### src/rtl/fp_pkg.sv
// Shared single-precision field widths, unpacked operand type and the
// compare/swap output bundle used by fp_compare_swap.
package fp_pkg;

  localparam int unsigned FP_W   = 32;
  localparam int unsigned EXP_W  = 8;
  localparam int unsigned FRAC_W = 23;
  localparam int unsigned MAN_W  = 24;
  localparam int unsigned MAG_W  = EXP_W + FRAC_W;

  localparam logic [FP_W-1:0] CANON_NAN = 32'h7FC00000;

  // Fraction is carried alongside the flushed mantissa so denormals still order correctly.
  typedef struct packed {
    logic              sign;
    logic [EXP_W-1:0]  exp;
    logic [FRAC_W-1:0] frac;
    logic [MAN_W-1:0]  man;
    logic              is_zero;
    logic              is_inf;
    logic              is_nan;
  } fp_unpacked_t;

  typedef struct packed {
    logic             comp;
    logic             a_sign;
    logic             b_sign;
    logic [EXP_W-1:0] big_exp;
    logic [EXP_W-1:0] small_exp;
    logic [MAN_W-1:0] big_man;
    logic [MAN_W-1:0] small_man;
  } cmp_bundle_t;

  function automatic logic [MAG_W-1:0] fp_mag(input fp_unpacked_t x);
    return {x.exp, x.frac};
  endfunction

endpackage

### src/rtl/fp_unpack.sv
// Combinational split of an IEEE-754 single into sign/exponent/mantissa
// with hidden bit and zero/inf/nan class flags; exponent 0 flushes the mantissa.
module fp_unpack
  import fp_pkg::*;
(
  input  logic [FP_W-1:0] value_i,
  output fp_unpacked_t    unp_o
);

  logic [EXP_W-1:0]  exp_c;
  logic [FRAC_W-1:0] frac_c;

  always_comb begin
    exp_c         = value_i[FP_W-2 -: EXP_W];
    frac_c        = value_i[FRAC_W-1:0];
    unp_o         = '0;
    unp_o.sign    = value_i[FP_W-1];
    unp_o.exp     = exp_c;
    unp_o.frac    = frac_c;
    unp_o.man     = (exp_c != '0) ? {1'b1, frac_c} : '0;
    unp_o.is_zero = (exp_c == '0) && (frac_c == '0);
    unp_o.is_inf  = (exp_c == '1) && (frac_c == '0);
    unp_o.is_nan  = (exp_c == '1) && (frac_c != '0);
  end

endmodule

### src/rtl/fp_compare_swap.sv
// Two-stage magnitude compare/swap of two singles ahead of a shift-add stage.
// Define FP_CMP_SPECIAL_EN to add the registered special/special_result outputs.
module fp_compare_swap
  import fp_pkg::*;
(
  input  logic             clk,
  input  logic             rst_n,
  input  logic             in_valid,
  output logic             in_ready,
  input  logic [FP_W-1:0]  a_in,
  input  logic [FP_W-1:0]  b_in,
  output logic             out_valid,
  input  logic             out_ready,
  output logic             comp,
  output logic             a_sign,
  output logic             b_sign,
  output logic [EXP_W-1:0] big_exp,
  output logic [EXP_W-1:0] small_exp,
  output logic [MAN_W-1:0] big_man,
  output logic [MAN_W-1:0] small_man
`ifdef FP_CMP_SPECIAL_EN
  ,
  output logic             special,
  output logic [FP_W-1:0]  special_result
`endif
);

  fp_unpacked_t a_unp, b_unp;
  fp_unpacked_t a_q, a_d, b_q, b_d;
  logic         s1_valid_q, s1_valid_d;
  logic         s2_valid_q, s2_valid_d;
  cmp_bundle_t  bun_c, bun_q, bun_d;
  logic         s1_load_c, s2_load_c, comp_c;
  logic         unused_flags;

`ifdef FP_CMP_SPECIAL_EN
  logic            special_c, special_q, special_d;
  logic [FP_W-1:0] special_res_c, special_res_q, special_res_d;
`endif

  fp_unpack u_unpack_a (.value_i(a_in), .unp_o(a_unp));
  fp_unpack u_unpack_b (.value_i(b_in), .unp_o(b_unp));

  // Elastic handshake: a stage loads when empty or when its consumer moves.
  assign s2_load_c = !s2_valid_q || out_ready;
  assign s1_load_c = !s1_valid_q || s2_load_c;
  assign in_ready  = s1_load_c;

  always_comb begin
    comp_c         = fp_mag(a_q) >= fp_mag(b_q);
    bun_c          = '0;
    bun_c.comp     = comp_c;
    bun_c.a_sign   = a_q.sign;
    bun_c.b_sign   = b_q.sign;
    if (comp_c) begin
      bun_c.big_exp   = a_q.exp;
      bun_c.big_man   = a_q.man;
      bun_c.small_exp = b_q.exp;
      bun_c.small_man = b_q.man;
    end else begin
      bun_c.big_exp   = b_q.exp;
      bun_c.big_man   = b_q.man;
      bun_c.small_exp = a_q.exp;
      bun_c.small_man = a_q.man;
    end
  end

`ifdef FP_CMP_SPECIAL_EN
  // Any NaN or opposite-signed infinities yield the canonical NaN.
  always_comb begin
    special_c     = 1'b0;
    special_res_c = '0;
    if (a_q.is_nan || b_q.is_nan ||
        (a_q.is_inf && b_q.is_inf && (a_q.sign != b_q.sign))) begin
      special_c     = 1'b1;
      special_res_c = CANON_NAN;
    end else if (a_q.is_inf) begin
      special_c     = 1'b1;
      special_res_c = {a_q.sign, {EXP_W{1'b1}}, {FRAC_W{1'b0}}};
    end else if (b_q.is_inf) begin
      special_c     = 1'b1;
      special_res_c = {b_q.sign, {EXP_W{1'b1}}, {FRAC_W{1'b0}}};
    end
  end
  assign unused_flags = ^{a_q.is_zero, b_q.is_zero};
`else
  assign unused_flags = ^{a_q.is_zero, b_q.is_zero, a_q.is_inf, b_q.is_inf,
                          a_q.is_nan, b_q.is_nan};
`endif

  always_comb begin
    s1_valid_d = s1_valid_q;
    a_d        = a_q;
    b_d        = b_q;
    s2_valid_d = s2_valid_q;
    bun_d      = bun_q;
`ifdef FP_CMP_SPECIAL_EN
    special_d     = special_q;
    special_res_d = special_res_q;
`endif
    if (s1_load_c) begin
      s1_valid_d = in_valid;
      if (in_valid) begin
        a_d = a_unp;
        b_d = b_unp;
      end
    end
    if (s2_load_c) begin
      s2_valid_d = s1_valid_q;
      if (s1_valid_q) begin
        bun_d = bun_c;
`ifdef FP_CMP_SPECIAL_EN
        special_d     = special_c;
        special_res_d = special_res_c;
`endif
      end
    end
  end

  always_ff @(posedge clk or negedge rst_n) begin
    if (!rst_n) begin
      s1_valid_q <= 1'b0;
      a_q        <= '0;
      b_q        <= '0;
      s2_valid_q <= 1'b0;
      bun_q      <= '0;
`ifdef FP_CMP_SPECIAL_EN
      special_q     <= 1'b0;
      special_res_q <= '0;
`endif
    end else begin
      s1_valid_q <= s1_valid_d;
      a_q        <= a_d;
      b_q        <= b_d;
      s2_valid_q <= s2_valid_d;
      bun_q      <= bun_d;
`ifdef FP_CMP_SPECIAL_EN
      special_q     <= special_d;
      special_res_q <= special_res_d;
`endif
    end
  end

  assign out_valid = s2_valid_q;
  assign comp      = bun_q.comp;
  assign a_sign    = bun_q.a_sign;
  assign b_sign    = bun_q.b_sign;
  assign big_exp   = bun_q.big_exp;
  assign small_exp = bun_q.small_exp;
  assign big_man   = bun_q.big_man;
  assign small_man = bun_q.small_man;
`ifdef FP_CMP_SPECIAL_EN
  assign special        = special_q;
  assign special_result = special_res_q;
`endif

endmodule

### config.mk
export PLATFORM = sky130hd
export DESIGN_NAME = fp_compare_swap
export DESIGN_NICKNAME = d
export VERILOG_FILES = /design/src/rtl/fp_pkg.sv /design/src/rtl/fp_unpack.sv /design/src/rtl/fp_compare_swap.sv
export SDC_FILE = /design/constraint.sdc
export NUM_CORES = 1
export LEC_CHECK = 0
export ABC_AREA = 1
export CORE_AREA = 5 5 163 165
export CTS_BUF_LIST = sky130_fd_sc_hd__clkbuf_8
export DETAILED_ROUTE_END_ITERATION = 10
export DIE_AREA = 0 0 168 170
export GPL_ROUTABILITY_DRIVEN = 1
export HOLD_SLACK_MARGIN = 0.08
export PLACE_DENSITY = 0.69
export SLEW_MARGIN = 20
export SYNTH_ARGS = -nofsm -noshare
export SYNTH_HDL_FRONTEND = slang
export SYNTH_HIERARCHICAL = 1
export SYNTH_SLANG_ARGS = --single-unit
### constraint.sdc
create_clock -name clk -period 4.7 [get_ports clk]
set_clock_uncertainty 0.2 [all_clocks]
set_input_delay 0.47 -clock clk [delete_from_list [all_inputs] [get_ports clk]]
set_output_delay 0.47 -clock clk [all_outputs]
set_load 0.03 [all_outputs]
[After elaboration in Yosys (flattened, before gate mapping)]
Cells that the tools add are included.
Operators by class
  mux-type cells: 3
  reductions and logical operators: 8
  magnitude comparators: 1
Operator list (number)
  $mux 64: 1
  $mux 24: 2
  $ge 31x31->1: 1
  $reduce_bool 8->1: 2
  $reduce_and 2->1: 2
  $logic_not 1->1: 2
  $logic_or 1x1->1: 2
Word-level totals
  output and inout port bits: 69
  input port bits: 68
  flip-flop bits (word level): 181
  logic and storage cells: 29

[Longest topological paths before layout]
Gate-level depths: netlist of run 1.
  depth in word-level cells: 4
  depth in mapped cells: 14
  gate-level depth less buffers: 13

[Hierarchy]
The synthesis of run 1 kept the hierarchy.
Modules (own cells, without submodules)
  fp_compare_swap: area an instance 8578.2 sq um, times used 1, cells an instance 992
  fp_unpack: area an instance 599.3 sq um, times used 2, cells an instance 117

[Worst setup path before layout of run 1]
OpenSTA, ideal clock, no wires.
  kind: register to register
  from: reg s2_valid_q (netlist: out_valid)
  to: reg a_q[48] (netlist bit)
  data required time: 4.375 ns
  setup slack: 2.609 ns
  library setup time: 0.125 ns
  arrival: 1.766 ns
  clock period less this slack: 2.091 ns
  cell stages (with the launch flop): 6
  cells stage by stage: dfrtp_1 -> nand3_1 -> nand2_1 -> buf_2 -> buf_2 -> mux2_2
On the way
  word-level cells in the longest chain between the ends: 4
Ends and longest elaborated chain
  start, declared: line fp_compare_swap.sv:31  | logic s2_valid_q, s2_valid_d;
  start signal, assigned: line fp_compare_swap.sv:135  | s2_valid_q <= s2_valid_d;
  $logic_not 1->1: line fp_compare_swap.sv:45  | assign s2_load_c = !s2_valid_q || out_ready;
  $logic_or 1x1->1: line fp_compare_swap.sv:45
  $logic_or 1x1->1: line fp_compare_swap.sv:46  | assign s1_load_c = !s1_valid_q || s2_load_c;
  net in_ready: line fp_compare_swap.sv:9  | output logic in_ready,
  $reduce_and 2->1 (no line)
  end signal, assigned: line fp_compare_swap.sv:123  | a_q <= '0;
  end signal, assigned: line fp_compare_swap.sv:133  | a_q <= a_d;
  end, declared: line fp_compare_swap.sv:29  | fp_unpacked_t a_q, a_d, b_q, b_d;
The timed path passes the listed nets, and every way through them passes these cells.
A chain may end at the register's enable or synchronous reset.

[Worst setup path in the final report of run 1]
  from: reg a_q[37] (netlist bit)
  to: reg bun_q (netlist bit big_man[6])
On the way
  word-level cells in the longest chain between the ends: 2
Ends and longest elaborated chain
  $ge 31x31->1: line fp_compare_swap.sv:50  | comp_c = fp_mag(a_q) >= fp_mag(b_q);
  $mux 64: line fp_compare_swap.sv:55  | if (comp_c) begin
  end signal, assigned: line fp_compare_swap.sv:136  | bun_q <= bun_d;
  end, declared: line fp_compare_swap.sv:32  | cmp_bundle_t bun_c, bun_q, bun_d;
No other way between the ends.

==> flow_summary.yaml, run 1 <==
run_status:
  status: "finished clean"
worst_setup_path:
  cp_max_fo: 65
  crit_buf_inv: 2
  path_common_cell: "nand2_1"
  critPathKind: "reg2reg"
  cpMaxStageDelayCell: "buf_4"
  cp.arrival_ns: 2.93
  path_delay_family: "simple AND/OR/NAND/NOR gates"
  endpoint_kind: "flip-flop"
  critPathMaxStageDelay_ns: 0.68
  crit_chain: "ha_1 -> nand2_1 -> inv_1 -> nand2_1 -> nand2_1 -> a21oi_1 -> nand2_1 -> nand2_2 -> buf_4 -> nand3_1 -> nand3_1 -> nand2_1"
  crit_required_ns: 4.86
  cp-start-kind: "flip-flop"
power:
  power_mw: 5.49
  powerDensity_nw_per_um2: 497
  vdd.ir_drop.worst_v: 0.000244
  p_leak_nw: 5.54
logic_synthesis:
  netlist_instances: 1166
  yosys_warnings: 6
  syn_area_sq_um: 9540
  syn_nets: 1265
  avgSynthCellArea_sq_um: 8.18
cells_and_area:
  nNetsFinal: 1308
  mostFrequentLayoutCells: "248 x nand2_1, 181 x dfrtp_1, 153 x inv_1"
  finish.utilization: 0.444
  fin_area_sq_um: 11000
  diodes: 0
  final_common_cell: "nand2_1"
  drive_above_1_share: 0.0867
  instances_no_fill: 1552
  syn2layout_area_growth_pct: 15.7
placed_design:
  portBuffers: 136
  place_inst: 1519
  place_ws_ns: 1.90
  gp_congestion: 0.794
  placement.cell_area_sq_um: 10600
  dp_hpwl_um: 16000
timing:
  finalCriticalPeriod_ns: 2.78
  rsz0062_at_grt: "false"
  fin_crit_sh: 0.591
  max_freq_ghz: 0.360
  finalSetupViolations: 0
  tns_ns: 0
  slew_viol_final: 0
  worst_slack_ns: 1.92
  slew_headroom: 0.337
  hold-worst-slack_ns: 0.285
  tightest_slew_ns: 0.994
  report.final.hold_viol_count: 0
worst_hold_path:
  min_path_type: "reg2reg"
floorplanning:
  rows: 58
  start_util: 0.383
  die_h_um: 170
  die_width_um: 168
  die_area_sq_um: 28600
  io_pins: 137
  core_area_sq_um: 24900
clock_tree:
  cts_sinks: 181
  h-tree-depth: 4
  ctsRootBufferMaster: "clkbuf_8"
  cts.path.max_buffers: 2
  cts_buffers: 17
  clkLatencyLatePin_ns: 0.47
  tritoncts: "yes"
  postCtsSetupRepairBufs: 0
  cts.clk_slew.worst_paths_ns: 0.09
  cts_resized: 0
  ctsHoldBuffers: 1
route:
  detail_route.first_pass.iterations: 5
  finalWirelength_um: 22900
  post_drt_wl_per_cell_um: 14.8
  drtAntennaViolNets: 0
  drt_iter0_markers: 486
  num_vias: 7234
  viasPerCell: 4.66
  route.detailed.drc: 0
global_routing:
  track_usage: 0.165
  grt_max_degree: 111
  grt_pass1_wl_um: 38300
  overflow: 0
  grt_pass1_vias: 7351
  antenna_found_initial: 0
job:
  maxCapViolCount: 0
## sequential cells by signal, indices dropped and copies added, names as in the netlist, 8 cells and up
name,flops
b_q,56
big_exp,8
small_man,24
a_q,56
big_man,24
small_exp,8
## worst reg2reg max path: stages, from the launching register on
cell,delay [ns]
dfrtp_1,0.40
ha_1,0.31
nand2_1,0.14
inv_1,0.05
nand2_1,0.06
nand2_1,0.04
a21oi_1,0.18
nand2_1,0.12
nand2_2,0.10
buf_4,0.68
nand3_1,0.20
nand3_1,0.14
nand2_1,0.06
## final timing paths
check | from | end | slack, ns | cells past startpoint
setup / recovery | a_q[37]$_DFFE_PN0P_ | big_man[6]$_DFFE_PN0P_ | 1.92 | 12
hold / removal | big_man[9]$_DFFE_PN0P_ | big_man[9]$_DFFE_PN0P_ | 0.28 | 2
setup reg to reg | a_q[37]$_DFFE_PN0P_ | big_man[6]$_DFFE_PN0P_ | 1.92 | 12
hold reg to reg | big_man[9]$_DFFE_PN0P_ | big_man[9]$_DFFE_PN0P_ | 0.28 | 2
max in group asynchronous | rst_n | b_q[28]$_DFFE_PN0P_ | 2.90 | 3
min in group asynchronous | rst_n | a_q[21]$_DFFE_PN0P_ | 0.37 | 2
## power by group
part	internal (mW)	leakage (nW)	total, mW	switching, mW
sequential	1.94	2.06	2.14	0.201
combinational	0.849	3.28	2.26	1.42
clock	0.491	0.198	1.08	0.593
total	3.28	5.54	5.49	2.21
## layout make-up
cell class	instances	area, sq um
Fill cell	2442	13900
Clock buffer	18	248
Tap cell	330	413
Sequential cell	181	4530
Clock inverter	14	149
Multi-Input combinational cell	704	3590
Inverter	157	589
Timing Repair Buffer	148	1520
## metal layers
| layer | GRT usage | wire [um] |
|---|---|---|
| met1 | 0.223 | 10900 |
| met2 | 0.273 | 10700 |
| met3 | 0.0344 | 929 |
| met4 | 0.0445 | 382 |
| met5 | 0 | 0 |
No activity file was read; power rests on OpenSTA's default activity.
==> run 2, diff against run 1 <==
Clock period 4.7 ns to 2.7 ns, I/O delays scaled along.
==> run 2 against run 1 <==
  * Maximum frequency up 12%
  * Utilization increased by 0.37 points
  * Total power up 72%
  * Die area did not move
  * Critical path depth rose by 1
  * Global-route usage barely moved
  * Critical path type unchanged
  * Largest power group unchanged
  * First-iteration DRC count increased by 5.1%
  * Wire length up 0.30%
  * Sequential power rose by 73%
==> flow_summary.yaml, run 2 (same netlist as run 1, synthesis figures left out) <==
cells_and_area:
  mostFrequentLayoutCells: "248 x nand2_1, 181 x dfrtp_1, 153 x inv_1"
  layout.area.seq_sq_um: 4530
  drive_above_1_share: 0.0971
  nNetsFinal: 1323
  multiInputGateArea_sq_um: 3590
  syn2layout_area_growth_pct: 16.7
  diodes: 0
  top_regs: "a_q (56), b_q (56)"
  final_common_cell: "nand2_1"
  fill_cells: 2437
  finish.utilization: 0.447
worst_setup_path:
  r2r_slack_ns: 0.22
  rr_worst_depth: 13
  critPathKind: "reg2reg"
  cp_max_fo: 37
  timing.rr.start: "b_q[53]$_DFFE_PN0P_"
  crit_chain: "inv_1 -> ha_1 -> nand2_1 -> inv_1 -> nand2_1 -> nand2_1 -> a21oi_1 -> nand2_1 -> nor2_4 -> buf_12 -> nand3_1 -> nand3_1 -> nand2_1"
  cp.arrival_ns: 2.63
  cp-start-kind: "flip-flop"
  critPathMaxStageDelay_ns: 0.37
  path_common_cell: "nand2_1"
  cpMaxStageDelayCell: "dfrtp_1"
  endpoint_kind: "flip-flop"
  crit_required_ns: 2.86
  r2r_end: "small_man[23]$_DFFE_PN0P_"
global_routing:
  antenna_found_initial: 0
  overflow: 0
  track_usage: 0.165
  grt_pass1_vias: 7260
  grt_pass1_wl_um: 38200
  grt_max_degree: 56
power:
  switching_share: 0.405
  internal-power_mw: 5.62
  vdd.ir_drop.worst_v: 0.000330
  powerDensity_nw_per_um2: 850
  p_clk_frac: 0.179
  p_leak_nw: 5.60
  seqPwrFrac: 0.392
  pwr-share-comb: 0.429
  power.switching_mw: 3.83
clock_tree:
  cts_resized: 0
  cts.path.max_buffers: 2
  cts_buffers: 17
  postCtsSetupRepairBufs: 0
  cts_sinks: 181
  ctsRootBufferMaster: "clkbuf_8"
  h-tree-depth: 4
  clkLatencyLatePin_ns: 0.47
  tritoncts: "yes"
  cts.clk_slew.worst_paths_ns: 0.10
  ctsHoldBuffers: 1
route:
  detail_route.first_pass.iterations: 5
  num_vias: 7309
  drt_iter0_markers: 511
  post_drt_wl_per_cell_um: 14.7
  drtAntennaViolNets: 0
  viasPerCell: 4.67
  route.detailed.drc: 0
  finalWirelength_um: 23000
run_status:
  status: "finished clean"
timing:
  rsz0062_at_grt: "false"
  finalCriticalPeriod_ns: 2.48
  report.final.hold_viol_count: 0
  tightest_slew_ns: 0.536
  max_freq_ghz: 0.404
  fin_crit_sh: 0.917
  tns_ns: 0
  slew_viol_final: 0
  finalSetupViolations: 0
  slew_headroom: 0.643
floorplanning:
  die_width_um: 168
  rows: 58
  io_pins: 137
  die_h_um: 170
  start_util: 0.383
  die_area_sq_um: 28600
  core_area_sq_um: 24900
worst_hold_path:
  min_path_type: "in2async"
placed_design:
  portBuffers: 136
  gp_congestion: 0.812
  dp_hpwl_um: 16400
job:
  maxCapViolCount: 0
[run 2: changes by cell type in the layout (fill, tap and decap cells not counted)]
cell        previous run  this run
buf_16                 1         0
buf_8                  1         0
clkinv_4               2         0
clkinv_2               2         4
bufinv_16              2         0
inv_6                  4         3
buf_12                 3         8
buf_4                  6        18
clkinvlp_4             3         4
clkbuf_8              18        19
[run 2: final cells by class]
cell class / count / area share
Tap cell: 330 / 0.0371
Multi-Input combinational cell: 704 / 0.323
Clock inverter: 12 / 0.00719
Timing Repair Buffer: 163 / 0.150
Sequential cell: 181 / 0.407
Clock buffer: 19 / 0.0235
Inverter: 157 / 0.0529
[run 2: routing by layer]
metal | up-vias | wire, um | track usage | part of all wire
li1 | 3665 | - | - | -
met2 | 148 | 10700 | 0.262 | 0.47
met5 | - | 0 | 0 | 0
met4 | 0 | 385 | 0.0505 | 0.017
met3 | 22 | 910 | 0.0362 | 0.040
met1 | 3474 | 11000 | 0.228 | 0.48
[run 2: worst max-delay path, delay by kind of cell (launching register included)]
family	cells	cell delay (ns)
and+or+nand+nor	8	0.84
DFF	1	0.37
adders and majority gates	1	0.26
AOI/OAI and AO/OA	1	0.22
buffers and inverters	3	0.45
[run 2: power by group through the flow]
stage                     clock network [mW]  logic [mW]  registers [mW]
after floorplan                            0        1.70            4.57
after global placement                     0        4.04            3.75
after detailed placement                   0        4.10            3.77
after CTS                               1.75        4.11            3.72
after global routing                    1.87        4.45            3.80
final                                   1.69        4.05            3.71
[run 2: how the worst max path moves through the flow]
| stage | startpoint | endpoint | slack (ns) | cells after the start |
|---|---|---|---|---|
| 2_1_floorplan | out_valid$_DFFE_PN0P_ | a_q[48]$_DFFE_PN0P_ | 0.61 | 5 |
| 3_3_place_gp | b_q[51]$_DFFE_PN0P_ | big_exp[5]$_DFFE_PN0P_ | 0.18 | 14 |
| 3_5_place_dp | b_q[51]$_DFFE_PN0P_ | big_exp[4]$_DFFE_PN0P_ | 0.25 | 14 |
| 4_1_cts | b_q[51]$_DFFE_PN0P_ | big_man[22]$_DFFE_PN0P_ | 0.22 | 14 |
| 5_1_grt | b_q[53]$_DFFE_PN0P_ | big_exp[2]$_DFFE_PN0P_ | 0.06 | 13 |
| 6_report | b_q[53]$_DFFE_PN0P_ | small_man[23]$_DFFE_PN0P_ | 0.22 | 13 |
[run 2: stage by stage]
step	area [sq um]	setup WS, ns	std cells	hold WS (ns)	power, mW
2_1_floorplan	9540	0.609	1166	-0.226	6.27
3_3_place_gp	10800	0.182	1534	0.0678	7.79
3_5_place_dp	10800	0.253	1534	0.0724	7.87
4_1_cts	11100	0.222	1566	0.112	9.59
5_1_grt	11100	0.0597	1566	0.146	10.1
6_report	11100	0.225	1566	0.108	9.46
==> run 3, diff against run 2 <==
--- a/config.mk
+++ b/config.mk
@@ -7,14 +7,13 @@
 export LEC_CHECK = 0
 export ABC_AREA = 1
-export CORE_AREA = 5 5 163 165
+export CORE_AREA = 5 5 151 153
 export CTS_BUF_LIST = sky130_fd_sc_hd__clkbuf_8
 export DETAILED_ROUTE_END_ITERATION = 10
-export DIE_AREA = 0 0 168 170
+export DIE_AREA = 0 0 156 158
 export GPL_ROUTABILITY_DRIVEN = 1
 export HOLD_SLACK_MARGIN = 0.08
-export PLACE_DENSITY = 0.69
+export PLACE_DENSITY = 0.7
 export SLEW_MARGIN = 20
 export SYNTH_ARGS = -nofsm -noshare
 export SYNTH_HDL_FRONTEND = slang
-export SYNTH_HIERARCHICAL = 1
 export SYNTH_SLANG_ARGS = --single-unit
==> constraint.sdc (replaced) <==
create_clock -name clk -period 2.7 [get_ports clk]
set_clock_uncertainty 0.2 [all_clocks]
set_input_delay 0.27 -clock clk [delete_from_list [all_inputs] [get_ports clk]]
set_output_delay 0.27 -clock clk [all_outputs]
set_load 0.05 [all_outputs]
==> run 3 against run 2 <==
  * Critical path depth down 1
  * Worst setup slack better by 0.11 ns
  * Utilization up 4.2 points
  * Highest routed layer is now met5
  * Design area down 5.8%
==> flow_summary.yaml, run 3 <==
worst_setup_path:
  crit_required_ns: 2.87
  endpoint_kind: "flip-flop"
  critPathKind: "reg2reg"
  crit_buf_inv: 2
  path_common_cell: "nand2_1"
  crit_chain: "ha_1 -> nand2_1 -> inv_1 -> nand2_1 -> nand2_1 -> a21oi_1 -> nand2_1 -> nand2_2 -> buf_4 -> nand3_1 -> nand3_1 -> nand2_1"
  cp_max_fo: 30
  path_delay_family: "simple AND/OR/NAND/NOR gates"
  cpMaxStageDelayCell: "dfrtp_1"
  cp-start-kind: "flip-flop"
  cp.arrival_ns: 2.54
  critPathMaxStageDelay_ns: 0.40
logic_synthesis:
  ys_types: 25
  synth.area.top_cells: "dfrtp_1 54%, nand2_1 16%, nand3_1 7.8%, inv_1 5.3%, ha_1 4.6%"
  synth_top_flop_cell: "dfrtp_1"
  ys_async_sr_fraction: 1.00
  yosys_warnings: 0
  synth_most_common_cell: "nand2_1"
  syn_area_sq_um: 8390
  syn_nets: 1110
  netlist_instances: 1011
  ys_ff_latch: 181
  netlist_top_cells_count: "363 x nand2_1, 181 x dfrtp_1, 130 x nand3_1"
  yosysTopAreaCell: "dfrtp_1"
  netlist.area_leader.share: 0.540
  ys_seq_area_frac: 0.540
  synth-edff-count: 0
  avgSynthCellArea_sq_um: 8.30
power:
  vdd.ir_drop.worst_v: 0.000616
  p_leak_nw: 5.33
  power_mw: 10.6
  powerDensity_nw_per_um2: 1010
global_routing:
  grt_pass1_wl_um: 35900
  grt_pass1_vias: 7031
  gr-usage-met2: 0.284
  busiest_layer: "met2"
  gr-usage-met3: 0.0448
  antenna_found_initial: 2
  track_usage: 0.183
  overflow: 0
  grt_max_degree: 76
  met1_usage: 0.249
placed_design:
  gp_congestion: 0.787
  place_inst: 1389
  placement.cell_area_sq_um: 10100
  portBuffers: 136
  dp_hpwl_um: 14800
  place_ws_ns: 0.338
timing:
  fin_crit_sh: 0.878
  finalCriticalPeriod_ns: 2.37
  tightest_slew_ns: 0.653
  hold-worst-slack_ns: 0.149
  slew_headroom: 0.565
  max_freq_ghz: 0.422
  report.final.hold_viol_count: 0
  tns_ns: 0
  finalSetupViolations: 0
  slew_viol_final: 0
  rsz0062_at_grt: "false"
  worst_slack_ns: 0.330
cells_and_area:
  syn2layout_area_growth_pct: 24.9
  fin_area_sq_um: 10500
  finish.utilization: 0.490
  mostFrequentLayoutCells: "360 x nand2_1, 181 x dfrtp_1, 134 x clkdlybuf4s50_1"
  final_common_cell: "nand2_1"
  diodes: 0
  nNetsFinal: 1228
  drive_above_1_share: 0.0587
  top_regs: "a_q (56), b_q (56)"
  fill_cells: 2008
  instances_no_fill: 1422
route:
  post_drt_wl_per_cell_um: 15.2
  detail_route.first_pass.iterations: 5
  drtAntennaViolNets: 0
  viasPerCell: 4.91
  finalWirelength_um: 21600
  drt_iter0_markers: 579
  route.detailed.drc: 0
  num_vias: 6979
floorplanning:
  die_width_um: 156
  io_pins: 137
  rows: 54
  start_util: 0.392
  core_area_sq_um: 21400
  die_area_sq_um: 24600
  die_h_um: 158
worst_hold_path:
  min_path_type: "in2reg"
clock_tree:
  ctsRootBufferMaster: "clkbuf_8"
  tritoncts: "yes"
  cts.clk_slew.worst_paths_ns: 0.10
  h-tree-depth: 4
  cts_sinks: 181
  cts_resized: 0
  cts.path.max_buffers: 2
  cts_buffers: 17
  clkLatencyLatePin_ns: 0.48
job:
  maxCapViolCount: 0
run_status:
  status: "finished clean"
[run 3: timing repair]
action | 4_1_cts | 5_1_grt
setup buffers | 0 | 0
hold endpoints to repair | 73 | 0
hold buffers | 1 | 0
[run 3: logic make-up (layout without fill, tap and decap cells)]
family | count (synthesis) | after routing | share of synthesized area
AND/OR/NAND/NOR | 517 | 517 | 0.257
adder cells (fa/ha/maj) | 31 | 31 | 0.0462
AO/OA/AOI/OAI | 104 | 104 | 0.0693
buffers and inverters | 178 | 309 | 0.0881
flip-flops | 181 | 181 | 0.540
[run 3: where the power goes]
group | internal, mW | switching (mW) | leakage [nW] | total [mW]
sequential | 3.42 | 0.395 | 2.21 | 3.81
combinational | 1.57 | 3.29 | 2.91 | 4.86
clock | 0.876 | 1.06 | 0.202 | 1.94
[run 3: area by class of cell]
cell class	instances	area [sq um]	area share
inverters	122	459	0.0438
repair buffers	155	1580	0.151
multi-input cells	652	3150	0.300
flip-flops and latches	181	4530	0.432
clock buffers	18	248	0.0236
clock inverters	14	165	0.0158
well taps	280	350	0.0334
[run 3: routing by layer]
metal	vias to the layer above	share of wire
met2	185	0.46
li1	3465	-
met1	3285	0.45
met5	-	0.0016
met4	4	0.023
met3	40	0.062
[run 3: final timing paths]
check	startpoint	endpoint	depth (start not counted)	slack, ns
setup / recovery	a_q[37]$_DFFE_PN0P_	small_man[9]$_DFFE_PN0P_	12	0.33
hold / removal	a_in[22]	a_q[49]$_DFFE_PN0P_	3	0.15
setup reg to reg	a_q[37]$_DFFE_PN0P_	small_man[9]$_DFFE_PN0P_	12	0.33
hold reg to reg	big_man[18]$_DFFE_PN0P_	big_man[18]$_DFFE_PN0P_	2	0.29
max in group asynchronous	rst_n	a_q[35]$_DFFE_PN0P_	3	1.37
min in group asynchronous	rst_n	b_q[4]$_DFFE_PN0P_	2	0.19
[run 3: worst reg2reg max path, delay by kind of cell, from the launching register on]
family          cells  cell delay [ns]
buf+inv             2             0.40
simple gates        8             0.77
compound gates      1             0.18
flops               1             0.40
fa+ha+maj           1             0.31
